--- config.mk ---
export PLATFORM = sky130hd
export DESIGN_NAME = fifo_ctrl
export DESIGN_NICKNAME = d
export VERILOG_FILES = /design/src/rtl/fifo_ctrl.sv
export SDC_FILE = /design/constraint.sdc
export NUM_CORES = 1
export LEC_CHECK = 0
export ABC_AREA = 1
export CAP_MARGIN = 20
export CORE_MARGIN = 2
export CORE_UTILIZATION = 53
export CTS_CLUSTER_DIAMETER = 120
export DETAILED_ROUTE_END_ITERATION = 6
export DONT_BUFFER_PORTS = 1
export PLACE_DENSITY_LB_ADDON = 0.25
export SYNTH_ARGS = -nofsm -noshare
export SYNTH_HDL_FRONTEND = slang
export SYNTH_SLANG_ARGS = --single-unit
export TNS_END_PERCENT = 1
--- constraint.sdc ---
create_clock -name clk -period 1.77 [get_ports clk]
set_input_delay 0.2655 -clock clk [delete_from_list [all_inputs] [get_ports clk]]
set_output_delay 0.2655 -clock clk [all_outputs]
set_load 0.05 [all_outputs]
--- src/rtl/fifo_ctrl.sv ---
// -----------------------------------------------------------------------------
// fifo_ctrl
//
// Control stage for an 8-entry synchronous FIFO. It turns raw push/pop
// requests into gated write/read enables and addresses. It also keeps the
// head/tail pointers and the occupancy count, and it reports full/empty plus
// per-operation ack/error status one cycle after each request.
//
// Ports:
//   clk         rising-edge system clock
//   reset_n     asynchronous active-low reset
//   wr_en       push request for this cycle
//   rd_en       pop request for this cycle
//   we          gated write enable (wr_en & ~full) to the write decode stage
//   wAddr       write address (tail pointer)
//   re          gated read enable (rd_en & ~empty) to the read stage
//   rAddr       read address (head pointer)
//   full        occupancy == depth
//   empty       occupancy == 0
//   data_count  current occupancy, 0..depth
//   wr_ack      previous cycle's push was accepted
//   wr_err      previous cycle's push was rejected (FIFO full)
//   rd_ack      previous cycle's pop was accepted
//   rd_err      previous cycle's pop was rejected (FIFO empty)
// -----------------------------------------------------------------------------
module fifo_ctrl #(
   parameter int ADDR_W = 3,
   parameter int CNT_W  = ADDR_W + 1
) (
   input  logic              clk,
   input  logic              reset_n,
   input  logic              wr_en,
   input  logic              rd_en,
   output logic              we,
   output logic [ADDR_W-1:0] wAddr,
   output logic              re,
   output logic [ADDR_W-1:0] rAddr,
   output logic              full,
   output logic              empty,
   output logic [CNT_W-1:0]  data_count,
   output logic              wr_ack,
   output logic              wr_err,
   output logic              rd_ack,
   output logic              rd_err
);

   localparam int DEPTH = 2 ** ADDR_W;

   // The state records the most recent operation. Its only job is to drive
   // the status outputs.
   typedef enum logic [2:0] {
      IDLE   = 3'd0,
      WRITE  = 3'd1,
      READ   = 3'd2,
      WR_RD  = 3'd3,
      WR_ERR = 3'd4,
      RD_ERR = 3'd5
   } state_t;

   logic [ADDR_W-1:0] tail_q, tail_d;
   logic [ADDR_W-1:0] head_q, head_d;
   logic [CNT_W-1:0]  count_q, count_d;
   state_t            state_q, state_d;
   // In the error states, this bit records whether the opposite request
   // was accepted in the same cycle.
   logic              other_ok_q, other_ok_d;

   // full/empty come only from the count. A head==tail compare cannot tell
   // an empty FIFO from a full one.
   assign full  = (count_q == CNT_W'(DEPTH));
   assign empty = (count_q == '0);

   assign we    = wr_en & ~full;
   assign re    = rd_en & ~empty;
   assign wAddr = tail_q;
   assign rAddr = head_q;
   assign data_count = count_q;

   always_comb begin
      // NOTE: every signal gets a default before any branch. Without one, a
      // path that skips the assignment would infer a latch.
      tail_d     = tail_q;
      head_d     = head_q;
      count_d    = count_q;
      state_d    = IDLE;
      other_ok_d = 1'b0;

      // The pointers are exactly ADDR_W bits wide, so the increment wraps
      // modulo depth by itself.
      if (we) tail_d = tail_q + ADDR_W'(1);
      if (re) head_d = head_q + ADDR_W'(1);

      unique case ({we, re})
         2'b10:   count_d = count_q + CNT_W'(1);
         2'b01:   count_d = count_q - CNT_W'(1);
         default: count_d = count_q;
      endcase

      // A push rejection takes priority. Both sides cannot be rejected in
      // the same cycle, because full and empty are mutually exclusive.
      if (wr_en && full) begin
         state_d    = WR_ERR;
         other_ok_d = re;
      end else if (rd_en && empty) begin
         state_d    = RD_ERR;
         other_ok_d = we;
      end else if (we && re) begin
         state_d = WR_RD;
      end else if (we) begin
         state_d = WRITE;
      end else if (re) begin
         state_d = READ;
      end else begin
         state_d = IDLE;
      end
   end

   // NOTE: sequential state uses non-blocking assignments only, so every flop
   // samples values from before the edge. This avoids simulation races
   // between blocks.
   always_ff @(posedge clk or negedge reset_n) begin
      if (!reset_n) begin
         tail_q     <= '0;
         head_q     <= '0;
         count_q    <= '0;
         state_q    <= IDLE;
         other_ok_q <= 1'b0;
      end else begin
         tail_q     <= tail_d;
         head_q     <= head_d;
         count_q    <= count_d;
         state_q    <= state_d;
         other_ok_q <= other_ok_d;
      end
   end

   // Status is decoded from registered state only, so it is glitch-free and
   // appears one cycle after the request.
   assign wr_ack = (state_q == WRITE) || (state_q == WR_RD) ||
                   ((state_q == RD_ERR) && other_ok_q);
   assign rd_ack = (state_q == READ) || (state_q == WR_RD) ||
                   ((state_q == WR_ERR) && other_ok_q);
   assign wr_err = (state_q == WR_ERR);
   assign rd_err = (state_q == RD_ERR);

endmodule

# After elaboration in Yosys (flattened, before gate mapping)
# Cells that the tools add are included.
dict set report totals {
  regBits 14
  latchBits 0
  mem_bits_rw 0
  mem_bits_ro 0
  input_bits 4
  wordCells 40
  memories 0
}
dict set report op_classes {
  n_addsub 4
  n_mul 0
  div_mod_pow 0
  order_cmp 0
  n_eq_ne 8
  shifts 0
  n_mux 8
  bitwise 4
  n_reduce_logical 11
}
# cell count
set ops {}
lappend ops {{case mux 4 bit (2 select lines)} 1}
lappend ops {{adder 3 x 1 -> 3 bit (second input constant)} 2}
lappend ops {{== test 3 x 2 -> 1 bit (second input constant)} 2}
lappend ops {{== test 3 bit (second input constant)} 2}
lappend ops {{2-to-1 mux 2 bit} 3}
lappend ops {{2-to-1 mux 3 bit} 2}
lappend ops {{logical AND 1 bit} 5}
lappend ops {{adder 4 x 1 -> 4 bit (second input constant)} 1}
lappend ops {{== test 4 bit (second input constant)} 1}
lappend ops {{logical NOT 4 bit} 1}
lappend ops {{logical OR 1 bit} 4}
lappend ops {{subtractor 4 x 1 -> 4 bit (second input constant)} 1}
lappend ops {{== test 3 x 1 -> 1 bit (second input constant)} 1}
lappend ops {{AND 1 bit} 2}
lappend ops {{== test 2 x 1 -> 1 bit (second input constant)} 1}
lappend ops {{== test 2 bit (second input constant)} 1}
lappend ops {{2-to-1 mux 1 bit} 2}
lappend ops {{inverter 1 bit} 2}
lappend ops {{nonzero test 2 bit} 1}

# Longest topological paths before layout
# Gate-level depths: netlist of the first run.
dict set report depth {
  ltp_word 8
  ltp_mapped 13
  mapped_depth_nobuf 13
}

# Least setup slack after synthesis of the first run
# No wires, ideal clock.
dict set report synth_timing {
  path_kind {reg2reg}
  start {reg count_q[3] (netlist: data_count[3])}
  end {reg count_q[2] (netlist: data_count[2])}
  t_arrival_ps 2225
  required_time_ps 1641
  slack_ps -585
  stages_incl_launch_ff 13
  cell_sequence {dfrtp_1 nor2_1 nand2_2 nand2_2 inv_2 ha_1 nand2_1 inv_1 nor2_4 ha_1 a21oi_1 xor2_1 o21ai_0}
}
dict set report synth_via {
  elab_chain_len 5
  word_cells_on_any_way 10
  cone_classes {eq/ne: 3; mux: 1; bitwise: 4; reduce/logical: 2}
}
# element line
set synth_lines {}
lappend synth_lines {{from (decl)} 62} ;# logic [CNT_W-1:0] count_q, count_d;
lappend synth_lines {{from (signal assigned)} 131} ;# count_q <= count_d;
lappend synth_lines {{logical NOT 4 bit *} 71} ;# assign empty = (count_q == '0);
lappend synth_lines {{inverter 1 bit *} 74} ;# assign re = rd_en & ~empty;
lappend synth_lines {{AND 1 bit *} 74}
lappend synth_lines {{via re} 36} ;# output logic re,
lappend synth_lines {{== test 2 x 1 -> 1 bit or == test 2 bit (tied branches)} 93} ;# unique case ({we, re})
lappend synth_lines {{case mux 4 bit (2 select lines) or nonzero test 2 bit (tied branches)} --}
# Mark *: on every way through the listed nets, which the timed path passes. The rest lies on a longest branch.
# A chain may end at the register's enable or synchronous reset.

# Worst setup path after layout of the first run
dict set report layout_timing {
  start {reg count_q[1] (netlist: data_count[1])}
  end {reg count_q[2] (netlist: data_count[2])}
}
dict set report layout_via {
  elab_chain_len 5
  word_cells_on_any_way 12
  cone_classes {add/sub: 2; eq/ne: 3; mux: 1; bitwise: 4; reduce/logical: 2}
}
# element line
set layout_lines {}
lappend layout_lines {{== test 4 bit or logical NOT 4 bit (tied branches)} {70, 71}}
lappend layout_lines {{inverter 1 bit, on equally long branches} {73, 74}}
lappend layout_lines {{AND 1 bit, on equally long branches} {73, 74}}
lappend layout_lines {{== test 2 x 1 -> 1 bit or == test 2 bit (tied branches)} 93}
lappend layout_lines {{case mux 4 bit (2 select lines) or nonzero test 2 bit (tied branches)} --}
# Several ways; a longest one is shown, not always the timed one.

==> flow_summary_export.csv, run 1 <==
group,metric,value,unit
worst_setup_path,arrival,1990,ps
route,drc,0,
clocking,cts_buffer_depth,2,
floorplanning,floorplan.rows,14,
worst_setup_path,regToRegEndpoint,"data_count[2]$_DFFE_PN0P_",
cells_and_area,multi_input_comb_area,455.4,um2
floorplanning,die_w,42.87,um
sta,hold_viol_final,0,
sta,final_max_slew_viol_count,0,
sta,rsz0062_at_grt,"true",
route,router_iterations_before_antenna_repair,4,
floorplanning,die_height,42.87,um
clocking,htree_levels,1,
worst_setup_path,path_max_fanout,3,
clocking,tritoncts.num_buffers,3,
sta,max_clock_freq,0.5526,GHz
place,gpl.final_weighted_congestion,0.8274,
cells_and_area,number_of_antenna_cells_inserted,0,
run_status,violations,"negative setup slack",
route,drt_iter0_drc,3,
place,placed_area,984.7,um2
worst_setup_path,crit-reg2reg-launch,"data_count[1]$_DFFE_PN0P_",
floorplanning,start_util,55.08,%
global_route,first_global_vias,674,
route,avgViaCountPerCell,5.055,
sta,final-setup-viol-count,2,
min_path,timing.hold.worst_endpoint,"other_ok_q$_DFF_PN0_",
worst_setup_path,worstSetupStartpoint,"data_count[1]$_DFFE_PN0P_",
floorplanning,core-area,0.001454,mm2
synthesis,yosys_warnings,0,
sta,fin_skew,7.176,ps
synthesis,post_synth_inst_count,89,
cells_and_area,fin_util,74.87,%
global_route,global_route_wire_length_before_repair,2753,um
min_path,hold_class,"in2reg",
synthesis,syn_area_per_cell,8.997,um2
clocking,clk_transition_reported_paths,90,ps
worst_setup_path,crit_path_end_kind,"flip-flop",
worst_setup_path,timing.setup.critical_path_class,"reg2reg",
clocking,clock_insertion_delay_worst_skew,290,ps
global_route,grt_antenna_before_repair,0,
worst_setup_path,r2r_slack,-40,ps
clocking,clock-root-buffer,"clkbuf_4",
cells_and_area,total_of_fill_cells_in_the_finished_design,108,
cells_and_area,seqCellArea,357.8,um2
synthesis,synth.yosys.seq_area_share,43.75,%
synthesis,cell_area_after_synthesis,800.8,um2
sta,finalCriticalPeriod,1810,ps
route,via_count,647,
worst_setup_path,cp_slowest_stage_delay,500,ps
place,port-buffer-count,0,
floorplanning,design.portCount,22,
sta,final_hold_slack,97.54,ps
synthesis,synth_top_cell_area_share,43.75,%
cells_and_area,layoutNonFillerInstCount,128,
cells_and_area,drive_gt1_share,43.75,%
job,cap_violations,0,
global_route,grt_start_max_net_pins,15,
route,detail_route.wl_per_cell,12.83,um
sta,tightestPinTransition,636.1,ps
clocking,cts_num_sinks,14,
min_path,hold_sp,"rd_en",
route,totalWireLength,1642,um
cells_and_area,area_delta_synth_final,35.94,%
worst_setup_path,timing.critical_path.slowest_stage_cell,"dfrtp_4",
global_route,grtUsageTotal,20.73,%
synthesis,post_synth_main_area_contributors,"dfrtp_1, nand2_1, ha_1",
worst_setup_path,reg2reg_depth,11,
global_route,congestion_overflow_gr,0,
clocking,cts_tree,"built",
cells_and_area,stdcell_area,0.001089,mm2
sta,fin_ws,-39.77,ps
synthesis,postSynthRegisterBits,14,
place,hpwl,1261,um
sta,final.period_utilization,102.2,%
synthesis,yosysTopAreaCell,"dfrtp_1",
sta,worst_slew_margin_relative_to_its_limit,57.46,%
place,numPlacedInstances,121,
synthesis,postSynthNetCount,99,
worst_setup_path,setup.worst_path.start_class,"flip-flop",
min_path,number_of_stages_on_the_worst_hold_path,2,
run_status,outcome,"finished, violations left",
worst_setup_path,cp.required,1950,ps
worst_setup_path,cp_cell_sequence,"nor2_4 -> nand3_4 -> nand2_4 -> ha_4 -> nand2_2 -> inv_2 -> nor2_4 -> ha_4 -> a21oi_4 -> xor2_1 -> o21ai_1",
route,drtAntennaViolNets,0,
floorplanning,area_of_the_die,0.001838,mm2
cells_and_area,finalNetCount,123,
synthesis,synthDistinctLibCells,20,
## state kept, by name (all words and copies together), names as in the netlist
register and flops:
wAddr 3, rAddr 3, other_ok_q 1, state_q 3
data_count 4
## what timing repair did
action	4_1_cts	5_1_grt
hold buffers	1	0
cloned	0	0
pin swaps	4	7
hold endpoints to repair	14	0
endpoints found under the setup margin	3	3
gates resized for setup	6	5
buffers inserted	1	1
## per-layer routing
metal / GRT usage [%] / share of wire, % / routed length [um] / vias to the layer above
li1: - / - / - / 318
met3: 2.979 / 4.6 / 76 / 5
met5: 0 / 0 / 0 / -
met2: 35.76 / 50 / 814 / 24
met4: 13.13 / 2.9 / 48 / 0
met1: 23.63 / 43 / 701 / 300
## stage by stage
| step | setup slack [ps] | TNS [ps] |
|---|---|---|
| final | -39.77 | -46.22 |
| after global routing | -123.7 | -261.4 |
| after floorplan | -154.7 | -230.1 |
| after CTS | -76.64 | -114.9 |
| after global placement | 5.145 | 0 |
| after detailed placement | -86.03 | -86.68 |
## cell usage in the layout, fill, tap and decap left out, types with 3 or more instances in the layout
| master | instances |
|---|---|
| nand2_1 | 20 |
| buf_4 | 18 |
| inv_1 | 10 |
| dfrtp_1 | 10 |
| nor2_1 | 6 |
| xnor2_1 | 4 |
| nor2_4 | 3 |
| nand2_4 | 3 |
| nand2_2 | 3 |
| ha_1 | 3 |
| clkbuf_4 | 3 |
| dfrtp_2 | 3 |
## cells in the mapped netlist, drive strengths merged
master	count
a21oi	3
dfrtp	14
ha	6
inv	15
nand2	26
nand3	4
nor2	9
nor3	2
o21ai	3
xnor2	6
xor2	1
## worst max-delay path by stage
stage | slack [ps] | to | cells past startpoint
floorplan | -150 | data_count[2]$_DFFE_PN0P_ | 11
global placement | 5 | data_count[2]$_DFFE_PN0P_ | 11
detailed placement | -90 | data_count[2]$_DFFE_PN0P_ | 11
CTS | -80 | data_count[2]$_DFFE_PN0P_ | 11
global route | -120 | data_count[2]$_DFFE_PN0P_ | 12
finish | -40 | data_count[2]$_DFFE_PN0P_ | 11
## logic make-up (layout without fill, tap and decap cells)
| group | after synthesis | count (layout) | synth area share (%) |
|---|---|---|---|
| XOR/XNOR | 7 | 7 | 8.594 |
| flip-flops | 14 | 14 | 43.75 |
| adder cells (fa/ha/maj) | 6 | 6 | 9.375 |
| buffers and inverters | 15 | 38 | 7.344 |
| AND/OR/NAND/NOR | 41 | 41 | 26.72 |
| AO/OA/AOI/OAI | 6 | 6 | 4.218 |
## layout make-up
cell class	instances	area share (%)
Sequential cell	14	32.87
Inverter	15	6.782
Clock buffer	4	3.333
Tap cell	16	1.839
Multi-Input combinational cell	60	41.84
Timing Repair Buffer	19	13.33
## worst max-delay path: cells and delay by family (launching register included)
family	cells	cell delay [ps]
DFF	1	500
and+or+nand+nor	5	450
adders and majority gates	2	320
AOI/OAI and AO/OA	2	200
xor gates and xnor gates	1	150
buffers and inverters	1	80
Power of run 1 is left out: the tool's default activity adds up to more than one toggle a clock period on the data nets, which glitch-free logic cannot reach.
==> inputs of run 2 (changes only) <==
--- a/config.mk
+++ b/config.mk
@@ -5,7 +5,7 @@
 export SDC_FILE = /design/constraint.sdc
 export NUM_CORES = 1
 export LEC_CHECK = 0
-export ABC_AREA = 1
+export ABC_AREA = 0
 export CAP_MARGIN = 20
 export CORE_MARGIN = 2
 export CORE_UTILIZATION = 53
==> run 2 against run 1 <==
Compared with the run above:
- the run still ends with negative setup slack left
- synthesized cell count down 26%
- area after synthesis fell by 5.3%
- hold slack better by 22 ps
- register-to-register slack worse by 330 ps
- critical path type unchanged
- highest routed layer is now met3
==> flow_summary_export.csv, run 2 <==
group,metric,value,unit
sta,finalCriticalPeriod,2145,ps
synthesis,synthDistinctLibCells,27,
place,hpwl,1125,um
cells_and_area,multi_input_comb_area,469.2,um2
floorplanning,die_w,41.83,um
floorplanning,floorplan.rows,13,
synthesis,yosysTopAreaCell,"dfrtp_1",
cells_and_area,stdcell_area,0.001105,mm2
cells_and_area,seqCellArea,352.8,um2
floorplanning,design.portCount,22,
route,detail_route.wl_per_cell,13.79,um
floorplanning,start_util,57.55,%
worst_setup_path,timing.setup.critical_path_class,"reg2reg",
global_route,grt_antenna_before_repair,0,
cells_and_area,finalNetCount,108,
place,placed_area,973.4,um2
clocking,tritoncts.num_buffers,3,
clocking,clock_insertion_delay_worst_skew,280,ps
synthesis,async_reset_ff_share,100.0,%
job,cap_violations,0,
route,avgViaCountPerCell,5.286,
route,drtAntennaViolNets,0,
cells_and_area,number_of_antenna_cells_inserted,0,
route,wl_met1,616,um
clocking,cts_buffer_depth,2,
place,gpl.final_weighted_congestion,0.6854,
synthesis,cell_area_after_synthesis,758.2,um2
sta,hold_viol_final,0,
global_route,grtUsageTotal,17.67,%
run_status,violations,"negative setup slack",
clocking,cts_tree,"built",
clocking,cts_num_sinks,14,
worst_setup_path,path_max_fanout,3,
synthesis,post_synth_most_frequent_cells,"dfrtp_1, nor2_1, ha_1, xor2_1, nand2_1",
synthesis,yosys_warnings,0,
global_route,global_route_wire_length_before_repair,2394,um
synthesis,synth_enable_flop_cells,0,
cells_and_area,area_delta_synth_final,45.71,%
route,totalWireLength,1545,um
route,router_iterations_before_antenna_repair,1,
synthesis,syn_area_per_cell,11.49,um2
route,via_count,592,
clocking,clock-root-buffer,"clkbuf_4",
sta,total_negative_slack,-1091,ps
synthesis,synth.most_common_cell,"dfrtp_1",
route,drt_iter0_drc,0,
run_status,outcome,"finished, violations left",
worst_setup_path,cp.required,1920,ps
worst_setup_path,crit_path_end_kind,"flip-flop",
cells_and_area,flip_flop_count_of_the_largest_register_all_copies_and_words_added,4,
synthesis,post_synth_main_area_contributors,"dfrtp_1, ha_1, xor2_1",
global_route,congestion_overflow_gr,0,
sta,worst_slew_margin_relative_to_its_limit,59.23,%
route,top_layer,"met3",
place,post-place-ws,-319.3,ps
worst_setup_path,cp_cell_sequence,"or3_4 -> o21a_4 -> ha_4 -> xor2_2 -> ha_4 -> a21oi_2 -> xor2_1 -> nor2_1 -> xor2_1",
synthesis,post_synth_mux_area_share,6.766,%
clocking,clk_transition_reported_paths,90,ps
floorplanning,area_of_the_die,0.001749,mm2
route,drc,0,
global_route,first_global_vias,571,
worst_setup_path,arrival,2300,ps
synthesis,synth_compound_area_share,7.261,%
synthesis,fraction_of_the_mapped_netlist_area_in_adder_cells,9.901,%
cells_and_area,total_of_fill_cells_in_the_finished_design,70,
synthesis,post_synth_inst_count,66,
sta,final_max_slew_viol_count,0,
sta,final.period_utilization,121.2,%
sta,fin_ws,-374.6,ps
synthesis,synth-simple-area-share,17.00,%
global_route,grt_start_max_net_pins,15,
synthesis,synth.yosys.seq_area_share,46.20,%
route,met2WireLength,837,um
synthesis,synthXorXnorAreaFrac,10.40,%
floorplanning,die_height,41.83,um
clocking,htree_levels,1,
cells_and_area,layout.cells.most_common_list,"buf_4, dfrtp_1, nor2_1",
worst_setup_path,timing.critical_path.slowest_stage_cell,"dfrtp_2",
synthesis,combinational_family_with_the_most_area_after_synthesis,"simple AND/OR/NAND/NOR gates",
sta,max_clock_freq,0.4663,GHz
worst_setup_path,cp_slowest_stage_delay,420,ps
sta,final_hold_slack,119.6,ps
sta,tightestPinTransition,609.5,ps
synthesis,synth_top_cell_area_share,46.20,%
place,port-buffer-count,0,
cells_and_area,drive_gt1_share,51.55,%
cells_and_area,mostFrequentLayoutCell,"buf_4",
synthesis,postSynthRegisterBits,14,
sta,final-setup-viol-count,5,
route,met3_length,91,um
synthesis,postSynthNetCount,76,
sta,fin_skew,12.48,ps
min_path,hold_class,"in2reg",
floorplanning,core-area,0.001318,mm2
worst_setup_path,setup.worst_path.start_class,"flip-flop",
synthesis,top_ff_cell_synth,"dfrtp_1",
sta,rsz0062_at_grt,"true",
[run 2: cell count changes in the layout (fill, tap and decap cells not counted), sizes merged, moves of 3 or more]
cell,before,now
buf,18,27
inv,13,2
mux2,0,3
nand2,26,4
nand3,4,1
xnor2,6,3
xor2,1,6
[run 2: worst max-delay path: cells and delay by family, from the launching register on]
kind / cells / cell delay (ps)
and+or+nand+nor: 2 / 470
xor gates and xnor gates: 3 / 440
DFF: 1 / 420
AOI/OAI and AO/OA: 2 / 340
adders and majority gates: 2 / 330
[run 2: cells by family (layout without fill, tap and decap cells)]
logic type      after synthesis  after routing
flops                        14             14
fa+ha+maj                     6              6
xor+xnor                      9              9
buf+inv                       3             34
simple gates                 22             22
compound gates                8              8
mux                           4              4
[run 2: layer usage]
layer  GRT usage [%]  vias up
met5               0        -
met4               0        0
met3           6.087        0
met2           33.44       16
met1           20.17      291
li1                -      285
[run 2: path summary, 6_finish.rpt]
| kind | from | endpoint | slack [ps] | cells after the start |
|---|---|---|---|---|
| min | wr_en | state_q[0]$_DFF_PN0_ | 120 | 2 |
| min reg2reg | wAddr[1]$_DFFE_PN0P_ | wAddr[1]$_DFFE_PN0P_ | 630 | 2 |
| max reg2reg | data_count[0]$_DFFE_PN0P_ | data_count[2]$_DFFE_PN0P_ | -370 | 9 |
| max | data_count[0]$_DFFE_PN0P_ | data_count[2]$_DFFE_PN0P_ | -370 | 9 |
| max in group asynchronous | reset_n | data_count[0]$_DFFE_PN0P_ | 920 | 1 |
| min in group asynchronous | reset_n | state_q[0]$_DFF_PN0_ | 430 | 1 |
[run 2: timing repair]
action,in CTS,in global routing
endpoints found under the setup margin,7,6
gates resized for setup,7,4
hold buffers,1,0
endpoints found under the hold margin,14,0
setup buffers,1,2
pin swaps,1,4
[run 2: layout make-up]
type | count | share of cell area [%]
multi-input cells | 49 | 42.47
flip-flops and latches | 14 | 31.94
repair buffers | 28 | 19.93
clock buffers | 4 | 3.284
well taps | 15 | 1.699
inverters | 2 | 0.6795
[run 2: stage by stage]
step / std cells / util, %
global route: 112 / 83.86
finish: 112 / 83.86
detailed placement: 104 / 73.88
CTS: 110 / 80.63
global placement: 104 / 73.88
floorplan: 66 / -
Power of run 2 is left out for the same reason.
==> inputs of run 3 (changes only) <==
--- a/config.mk
+++ b/config.mk
@@ -8,7 +8,8 @@
 export ABC_AREA = 0
 export CAP_MARGIN = 20
 export CORE_MARGIN = 2
-export CORE_UTILIZATION = 53
+export CORE_UTILIZATION = 57
+export CTS_BUF_LIST = sky130_fd_sc_hd__clkbuf_4 sky130_fd_sc_hd__clkbuf_8
 export CTS_CLUSTER_DIAMETER = 120
 export DETAILED_ROUTE_END_ITERATION = 6
 export DONT_BUFFER_PORTS = 1
==> run 3 against run 2 <==
Compared with the run above:
- the flow still finishes with violations (negative setup slack)
- utilization increased by 2.5 points
- sequential share of layout area increased by 0.26 points
- cell count unchanged
==> flow_summary_export.csv, run 3 (same netlist as run 2, synthesis figures left out) <==
group,metric,value,unit
sta,tightestPinTransition,683.8,ps
clocking,clk_transition_reported_paths,80,ps
clocking,clock-root-buffer,"clkbuf_4",
global_route,grt_start_max_net_pins,15,
sta,fin_ws,-400.0,ps
floorplanning,die_height,40.47,um
route,router_iterations_before_antenna_repair,4,
global_route,global_route_wire_length_before_repair,2773,um
cells_and_area,number_of_antenna_cells_inserted,0,
route,via_count,622,
worst_setup_path,arrival,2330,ps
clocking,clock_insertion_delay_worst_skew,270,ps
clocking,cts_num_sinks,14,
job,cap_violations,0,
route,detail_route.wl_per_cell,18.88,um
worst_setup_path,most_repeated_library_cell_on_the_critical_path,"xor2_1",
run_status,outcome,"finished, violations left",
cells_and_area,drive_gt1_share,51.55,%
global_route,grt_antenna_before_repair,0,
run_status,violations,"negative setup slack",
place,hpwl,1336,um
min_path,hold_class,"in2reg",
route,drt_iter0_drc,16,
sta,final_max_slew_viol_count,0,
worst_setup_path,setup.worst_path.start_class,"flip-flop",
global_route,grtUsageTotal,26.33,%
floorplanning,area_of_the_die,0.001638,mm2
cells_and_area,total_of_fill_cells_in_the_finished_design,61,
sta,rsz0062_at_grt,"true",
worst_setup_path,timing.setup.critical_path_class,"reg2reg",
sta,final-setup-viol-count,5,
worst_setup_path,cp.required,1930,ps
route,totalWireLength,2114,um
worst_setup_path,timing.critical_path.slowest_stage_cell,"dfrtp_2",
worst_setup_path,crit_path_end_kind,"flip-flop",
min_path,number_of_stages_on_the_worst_hold_path,2,
floorplanning,design.portCount,22,
cells_and_area,flip_flop_count_of_the_largest_register_all_copies_and_words_added,4,
place,port-buffer-count,0,
sta,finalCriticalPeriod,2170,ps
cells_and_area,layoutNonFillerInstCount,112,
worst_setup_path,number_of_buffer_and_inverter_stages_on_the_critical_path,0,
worst_setup_path,cp_slowest_stage_delay,430,ps
place,gpl.final_weighted_congestion,0.7184,
route,drc,0,
floorplanning,core-area,0.001269,mm2
clocking,tritoncts.num_buffers,3,
clocking,cts_tree,"built",
sta,fin_skew,3.027,ps
floorplanning,die_w,40.47,um
worst_setup_path,path_max_fanout,3,
sta,hold_viol_final,0,
worst_setup_path,reg2reg_depth,9,
global_route,congestion_overflow_gr,0,
clocking,cts_buffer_depth,2,
cells_and_area,area_delta_synth_final,44.55,%
clocking,htree_levels,1,
sta,final.period_utilization,122.6,%
route,avgViaCountPerCell,5.554,
cells_and_area,mostFrequentLayoutCell,"buf_4",
cells_and_area,finalNetCount,109,
cells_and_area,layout.cells.most_common_list,"buf_4, dfrtp_1, nor2_1",
worst_setup_path,cp_cell_sequence,"or3_4 -> o21a_4 -> ha_4 -> xor2_2 -> ha_2 -> a21oi_4 -> xor2_1 -> nor2_1 -> xor2_1",
global_route,first_global_vias,635,
place,numPlacedInstances,105,
sta,max_clock_freq,0.4608,GHz
sta,worst_slew_margin_relative_to_its_limit,54.26,%
floorplanning,start_util,59.76,%
worst_setup_path,timing.critical_path.max_delay_family,"simple AND/OR/NAND/NOR gates",
floorplanning,floorplan.rows,13,
route,drtAntennaViolNets,0,
worst_setup_path,worstSetupPathDepth,9,
## run 3: stage by stage
step | setup WS [ps] | cell area (um2) | TNS (ps) | util (%) | hold WS [ps]
global placement | -276.9 | 980.9 | -759.5 | 77.32 | -29.87
detailed placement | -403.7 | 980.9 | -1062 | 77.32 | -29.84
floorplan | -649.5 | 780.7 | -2877 | - | -30.09
finish | -400.0 | 1096 | -1185 | 86.39 | 149.3
CTS | -369.4 | 1049 | -1146 | 82.64 | 137.6
global route | -499.0 | 1096 | -1619 | 86.39 | 131.8
## run 3: metal layers
metal | vias to the layer above | wire length, um | GRT usage (%)
met5 | - | 0 | 0
met3 | 4 | 86 | 7.222
met4 | 0 | 39 | 5.000
li1 | 290 | - | -
met1 | 307 | 833 | 27.59
met2 | 21 | 1155 | 51.19
## run 3: path summary, 6_finish.rpt
path | startpoint | end | slack (ps)
setup / recovery | data_count[0]$_DFFE_PN0P_ | data_count[2]$_DFFE_PN0P_ | -400
hold / removal | wr_en | state_q[0]$_DFF_PN0_ | 150
setup reg to reg | data_count[0]$_DFFE_PN0P_ | data_count[2]$_DFFE_PN0P_ | -400
hold reg to reg | wAddr[1]$_DFFE_PN0P_ | wAddr[1]$_DFFE_PN0P_ | 650
max in group asynchronous | reset_n | data_count[0]$_DFFE_PN0P_ | 830
min in group asynchronous | reset_n | data_count[1]$_DFFE_PN0P_ | 470
## run 3: layout make-up
type                       instances  area, um2  area share [%]
multi-input combinational         49      466.7           42.58
tap                               15      18.77           1.712
inverter                           2      7.507          0.6849
sequential                        14      352.8           32.19
clock buffer                       3      22.52           2.055
timing repair buffer              29      227.7           20.78
## run 3: what timing repair did
item                                   CTS  global route
buffers inserted                         1             2
pin swaps                                1             2
gates resized for setup                  6             5
setup endpoints to repair                7             8
hold buffers                             1             0
endpoints found under the hold margin   14             0
## run 3: worst register-to-register path, stage by stage, from the launching register on
cell	delay (ps)
dfrtp_2	430
or3_4	400
o21a_4	240
ha_4	180
xor2_2	140
ha_2	190
a21oi_4	130
xor2_1	150
nor2_1	60
xor2_1	130
Power of run 3 is left out for the same reason.
